$ cat config.mk
export PLATFORM = sky130hd
export DESIGN_NAME = down_timer
export DESIGN_NICKNAME = d
export VERILOG_FILES = /design/src/rtl/down_timer.sv
export SDC_FILE = /design/constraint.sdc
export NUM_CORES = 1
export LEC_CHECK = 0
export BUFFER_PORTS_ARGS = -buffer_cell sky130_fd_sc_hd__buf_2
export CORE_MARGIN = 10
export CORE_UTILIZATION = 35
export DETAILED_ROUTE_END_ITERATION = 8
export HOLD_SLACK_MARGIN = 0.06
export SLEW_MARGIN = 15
export SYNTH_ARGS = -nofsm -noshare
export SYNTH_HDL_FRONTEND = slang
export SYNTH_SLANG_ARGS = --single-unit
export TNS_END_PERCENT = 5
$ cat constraint.sdc
create_clock -name clk -period 2.35 [get_ports clk]
set_clock_uncertainty 0.2 [all_clocks]
set_input_delay 0.47 -clock clk [delete_from_list [all_inputs] [get_ports clk]]
set_output_delay 0.47 -clock clk [all_outputs]
set_load 0.05 [all_outputs]
$ cat src/rtl/down_timer.sv
// down_timer: loadable down-counting timer with prescaler, one-shot/periodic modes
// and a single-cycle terminal-count pulse.
module down_timer #(
    parameter int N = 4,
    parameter int P = 4
) (
    input  logic         clk,
    input  logic         srst,
    input  logic         load_i,
    input  logic [N-1:0] load_val_i,
    input  logic         start_i,
    input  logic         stop_i,
    input  logic         periodic_i,
    input  logic [P-1:0] prescale_i,
    output logic [N-1:0] count_o,
    output logic         busy_o,
    output logic         tc_o
);
    typedef enum logic {IDLE, RUN} state_t;
    state_t       state_q, state_d;
    logic [N-1:0] count_q, count_d;
    logic [N-1:0] reload_q, reload_d;
    logic [P-1:0] presc_q, presc_d;
    logic         tc_q, tc_d;
    logic [N-1:0] r;
    logic         tick;
    // A load in the same cycle as a start or reload is already the value to use.
    assign r    = load_i ? load_val_i : reload_q;
    assign tick = presc_q >= prescale_i;
    always_comb begin
        state_d  = state_q;
        count_d  = count_q;
        reload_d = r;
        presc_d  = presc_q;
        tc_d     = 1'b0;
        if (stop_i && state_q == RUN) begin
            state_d = IDLE;
            presc_d = '0;
        end else if (start_i) begin
            tc_d    = (r == '0);
            state_d = (r == '0) ? IDLE : RUN;
            count_d = r;
            presc_d = '0;
        end else if (state_q == IDLE) begin
            count_d = load_i ? load_val_i : count_q;
        end else begin
            presc_d = tick ? '0 : presc_q + P'(1);
            if (tick && count_q > N'(1)) begin
                count_d = count_q - N'(1);
            end else if (tick) begin
                tc_d    = 1'b1;
                count_d = (periodic_i) ? r : '0;
                state_d = (periodic_i && r != '0) ? RUN : IDLE;
            end
        end
    end
    always_ff @(posedge clk) begin
        if (srst) begin
            state_q  <= IDLE;
            count_q  <= '0;
            reload_q <= '0;
            presc_q  <= '0;
            tc_q     <= 1'b0;
        end else begin
            state_q  <= state_d;
            count_q  <= count_d;
            reload_q <= reload_d;
            presc_q  <= presc_d;
            tc_q     <= tc_d;
        end
    end
    assign count_o = count_q;
    assign busy_o  = (state_q == RUN);
    assign tc_o    = tc_q;
endmodule

Yosys cells after proc, flatten, opt, wreduce, memory -nomap -nowiden
Cells that the tools add are included.
W data, S select, Z words.
{"block": "word_totals", "word_cells": 38, "reg_bits": 14, "input_bits": 14, "out_inout_bits": 6}
{"block": "classes", "bitwise_logic": 1, "n_eq_ne": 1, "n_reduce_logical": 9, "n_mux": 18, "add_sub_neg": 2, "order_cmp": 2}
{"op": "$mux W4", "count": 8}
{"op": "$mux W1", "count": 10}
{"op": "$add A4 B1 Y4 const B", "count": 1}
{"op": "$ge A4 B4 Y1", "count": 1}
{"op": "$gt A4 B1 Y1 const B", "count": 1}
{"op": "$logic_not A4 Y1", "count": 1}
{"op": "$ne A4 B2 Y1 const B", "count": 1}
{"op": "$reduce_bool A4 Y1", "count": 1}
{"op": "$sub A4 B1 Y4 const B", "count": 1}
{"op": "$logic_and A1 B1 Y1", "count": 3}
{"op": "$reduce_and A3 Y1", "count": 1}
{"op": "$reduce_bool A3 Y1", "count": 1}
{"op": "$reduce_or A3 Y1", "count": 1}
{"op": "$reduce_or A2 Y1", "count": 1}
{"op": "$not A1 Y1", "count": 1}

Depth between registers and ports, before layout
{"block": "logic_depth", "ltp_word": 8, "depth_mapped": 7, "depth_no_buf": 7}

Worst setup path after synthesis
Ideal clock, no wire load.
{"block": "synth_path", "path_type": "register to register", "from": "reg count_q[0] (netlist: count_o[0])", "to": "reg count_q[2] (netlist: count_o[2])", "synth_period_minus_slack_ps": 2340, "path_buffers": 0, "t_arrival_ps": 2006, "required_ps": 2016, "setup_ps": 134, "slack_ps": 10, "path_stages_with_launch": 8, "path_cell_list": "dfxtp_1 > inv_1 > ha_1 > nor2_1 > nor3_1 > or4_2 > nand3_1 > a311oi_2"}
{"block": "synth_via", "elab_chain_cells": 5, "word_cells_on_any_way": 8, "classes_between": "add/sub: 1; order compare: 1; eq/ne: 1; mux: 3; reduce/logical: 2"}
{"item": "start, declared", "line": "21", "source": "logic [N-1:0] count_q, count_d;"}
{"item": "start signal, assigned", "line": "66", "source": "count_q <= count_d;"}
{"item": "$gt A4 B1 Y1", "line": "48", "source": "if (tick && count_q > N'(1)) begin"}
{"item": "$logic_and A1 B1 Y1", "line": "48"}
{"item": "$mux W4", "line": "48"}
{"item": "$mux W4", "line": "44", "source": "end else if (state_q == IDLE) begin"}
{"item": "$mux W4", "line": "39", "source": "end else if (start_i) begin"}
Several ways; a longest one is shown, not always the timed one.
A chain may end at the register's enable or synchronous reset.

Final worst setup path
{"block": "layout_path", "from": "reg presc_q[0]", "to": "reg count_q[0] (netlist: count_o[0])"}
{"block": "layout_via", "elab_chain_cells": 5, "word_cells_on_any_way": 7, "classes_between": "order compare: 1; eq/ne: 1; mux: 3; reduce/logical: 2"}
{"item": "start, declared", "line": "23", "source": "logic [P-1:0] presc_q, presc_d;"}
{"item": "start signal, assigned", "line": "68", "source": "presc_q <= presc_d;"}
{"item": "$ge A4 B4 Y1 *", "line": "29", "source": "assign tick = presc_q >= prescale_i;"}
{"item": "$logic_and A1 B1 Y1", "line": "48"}
{"item": "$mux W4", "line": "48"}
{"item": "$mux W4", "line": "44"}
{"item": "$mux W4", "line": "39"}
Every way passes the cells marked *; elsewhere a longest branch is shown, timed or not.

==> impl_metrics.json <==
{
  "status": "completed",
  "die_area_sq_um": 5028,
  "synth_common_cells": "nor2_1 (15), dfxtp_1 (14), a21oi_1 (10)",
  "slew_viol_final": 0,
  "syn_area_per_cell_sq_um": 8.722,
  "portBuffers": 19,
  "fmax_mhz": 451.1,
  "syn_nets": 125,
  "p_int_mw": 0.4207,
  "drt_iter0_markers": 44,
  "clkSinkCount": 14,
  "switching_power_mw": 0.2176,
  "fin_ws_ns": 0.1330,
  "rsz0062_at_grt": "false",
  "async_reset_ff_share_pct": 0,
  "io_pins": 20,
  "cap_viol_max_count": 0,
  "finalSetupViolCount": 0,
  "sw_frac_of_total_pct": 34.09,
  "wl_met3_um": 111,
  "postRouteAntennaNets": 0,
  "synth.distinct_cells": 32,
  "power.leakage_nw": 0.4840,
  "synth_edf_count": 0,
  "fin_crit_sh_pct": 94.34,
  "die_y_um": 70.91,
  "cp-end-kind": "flip-flop",
  "synth_top_area_share_pct": 30.90,
  "period_needed_ns": 2.217,
  "coreArea_sq_um": 2477,
  "antenna_cells": 0,
  "drc": 0,
  "pwr-share-clk_pct": 27.3,
  "grt_max_degree": 14,
  "ys_ff_latch": 14,
  "crit_type": "reg -> reg",
  "area_delta_synth_final_pct": 19.86,
  "peakVddDrop_mv": 0.3631,
  "clk_latency_ns": 0.28,
  "grt_overflow": 0,
  "critPathLaunchType": "flip-flop",
  "nets": 149,
  "synth_area_leader_cell": "dfxtp_1",
  "min_path_type": "in -> reg",
  "drt_wl_total_mm": 2.085,
  "tightest_slew_ns": 0.6282,
  "top_layer": "met4",
  "clockBufferDepth": 2,
  "h-tree-depth": 1,
  "grtUsageTotal_pct": 8.597,
  "final-hold-violation-count": 0,
  "worst_ep_required_time_ns": 2.35,
  "drive_gt1_share_pct": 29.13,
  "start_util_pct": 36.62,
  "slew_headroom_pct": 57.80,
  "p_comb_share_pct": 30.6,
  "postCtsSetupRepairBufs": 0,
  "cts_buffers": 3,
  "place_ws_ns": -0.06546,
  "tns_ns": 0,
  "synth_most_common_cell": "nor2_1",
  "detail_route.first_pass.iterations": 4,
  "ctsResizeCount": 0,
  "num_vias": 810,
  "rows": 18,
  "antenna_found_initial": 0,
  "ys_warn_count": 0,
  "clkTransAtPathRegs_ns": 0.09,
  "cts-hold-fix-buffers": 0,
  "ys_dominant_reg_cell": "dfxtp_1",
  "powerDensity_nw_per_um2": 587.0,
  "grt_pass1_vias": 824,
  "cts-root-buf": "clkbuf_4",
  "synthTopCellsByArea": "dfxtp_1 (31%), ha_1 (9.7%), nor2_1 (6.2%)",
  "grt_pass1_wl_mm": 3.636,
  "wl_per_cell_um": 13.28,
  "hpwlAfterDp_mm": 1.653,
  "vias_per_cell": 5.159,
  "yosysSeqAreaShare_pct": 30.90,
  "critPathMaxFanout": 6,
  "place.gp.congestion": 0.8286,
  "critPathArrivalTime_ns": 2.22,
  "p_seq_share_pct": 42.1,
  "syn_area_sq_um": 907.1,
  "tritoncts": "yes",
  "syn_inst": 104,
  "m1WireLength_um": 999,
  "die_w_um": 70.91,
  "dr_wl_met2_um": 941
}
## placed cells by master, fill, tap and decap left out, drive strengths merged, types with 3 or more instances in the layout
cell type	instances
clkbuf	4
inv	10
ha	7
a21oi	10
nor2	17
xor2	3
o32ai	4
o221a	3
nor3	3
buf	23
dfxtp	14
nand3	4
mux2i	5
## layer usage
metal / vias up / track usage, %
li1: 422 / -
met1: 368 / 10.24
met2: 16 / 13.45
met3: 4 / 3.068
met4: 0 / 3.871
met5: - / 0
## power by group through the flow
| stage | Combinational (mW) | Sequential, mW | Clock [mW] |
|---|---|---|---|
| after CTS | 0.196 | 0.269 | 0.182 |
| final | 0.196 | 0.269 | 0.174 |
| after global placement | 0.195 | 0.274 | 0 |
| after detailed placement | 0.195 | 0.275 | 0 |
| after floorplan | 0.115 | 0.305 | 0 |
| after global routing | 0.216 | 0.272 | 0.193 |
## cell families (layout without fill, tap and decap cells)
kind of cell / after synthesis / after routing / synth area share (%)
fa+ha+maj: 7 / 7 / 9.655
flops: 14 / 14 / 30.90
compound gates: 28 / 28 / 25.38
mux: 5 / 5 / 5.517
xor+xnor: 5 / 5 / 4.828
buf+inv: 14 / 37 / 6.206
simple gates: 31 / 31 / 17.52
## flip-flops by register name (all words and copies together), names as in the netlist
name and count:
busy_o 1, count_o 4, reload_q 4, presc_q 4, tc_o 1
## critical path, stage by stage (launching register included)
cell,delay (ns)
dfxtp_1,0.35
inv_1,0.05
ha_1,0.26
nand2b_4,0.12
a2111oi_4,0.06
buf_4,0.16
or4_1,0.57
o221a_1,0.27
o32ai_1,0.11
## path summary, 6_finish.rpt
kind	startpoint	endpoint	slack (ns)	cells past startpoint
max	presc_q[0]	count_o[0]	0.13	8
max reg2reg	presc_q[0]	count_o[0]	0.13	8
min reg2reg	count_o[3]	count_o[3]	0.32	2
min	srst	count_o[2]	0.30	2
## per-stage QoR
step / total power, mW / instances / cell area, sq um / utilization [%] / hold WS (ns)
2_1_floorplan: 0.4200 / 104 / 907.1 / - / 0.2830
3_3_place_gp: 0.4689 / 153 / 1051 / 42.42 / 0.3064
3_5_place_dp: 0.4693 / 153 / 1051 / 42.42 / 0.3154
4_1_cts: 0.6473 / 157 / 1087 / 43.89 / 0.2834
5_1_grt: 0.6820 / 157 / 1087 / 43.89 / 0.3165
6_report: 0.6383 / 157 / 1087 / 43.89 / 0.3025
## cell type report
type | instances | area, sq um
well taps | 30 | 37.54
flip-flops and latches | 14 | 280.3
multi-input cells | 76 | 570.5
fillers | 270 | 1390
repair buffers | 23 | 125.1
clock buffers | 4 | 36.28
inverters | 10 | 37.54
(Power assumes the default switching activity.)
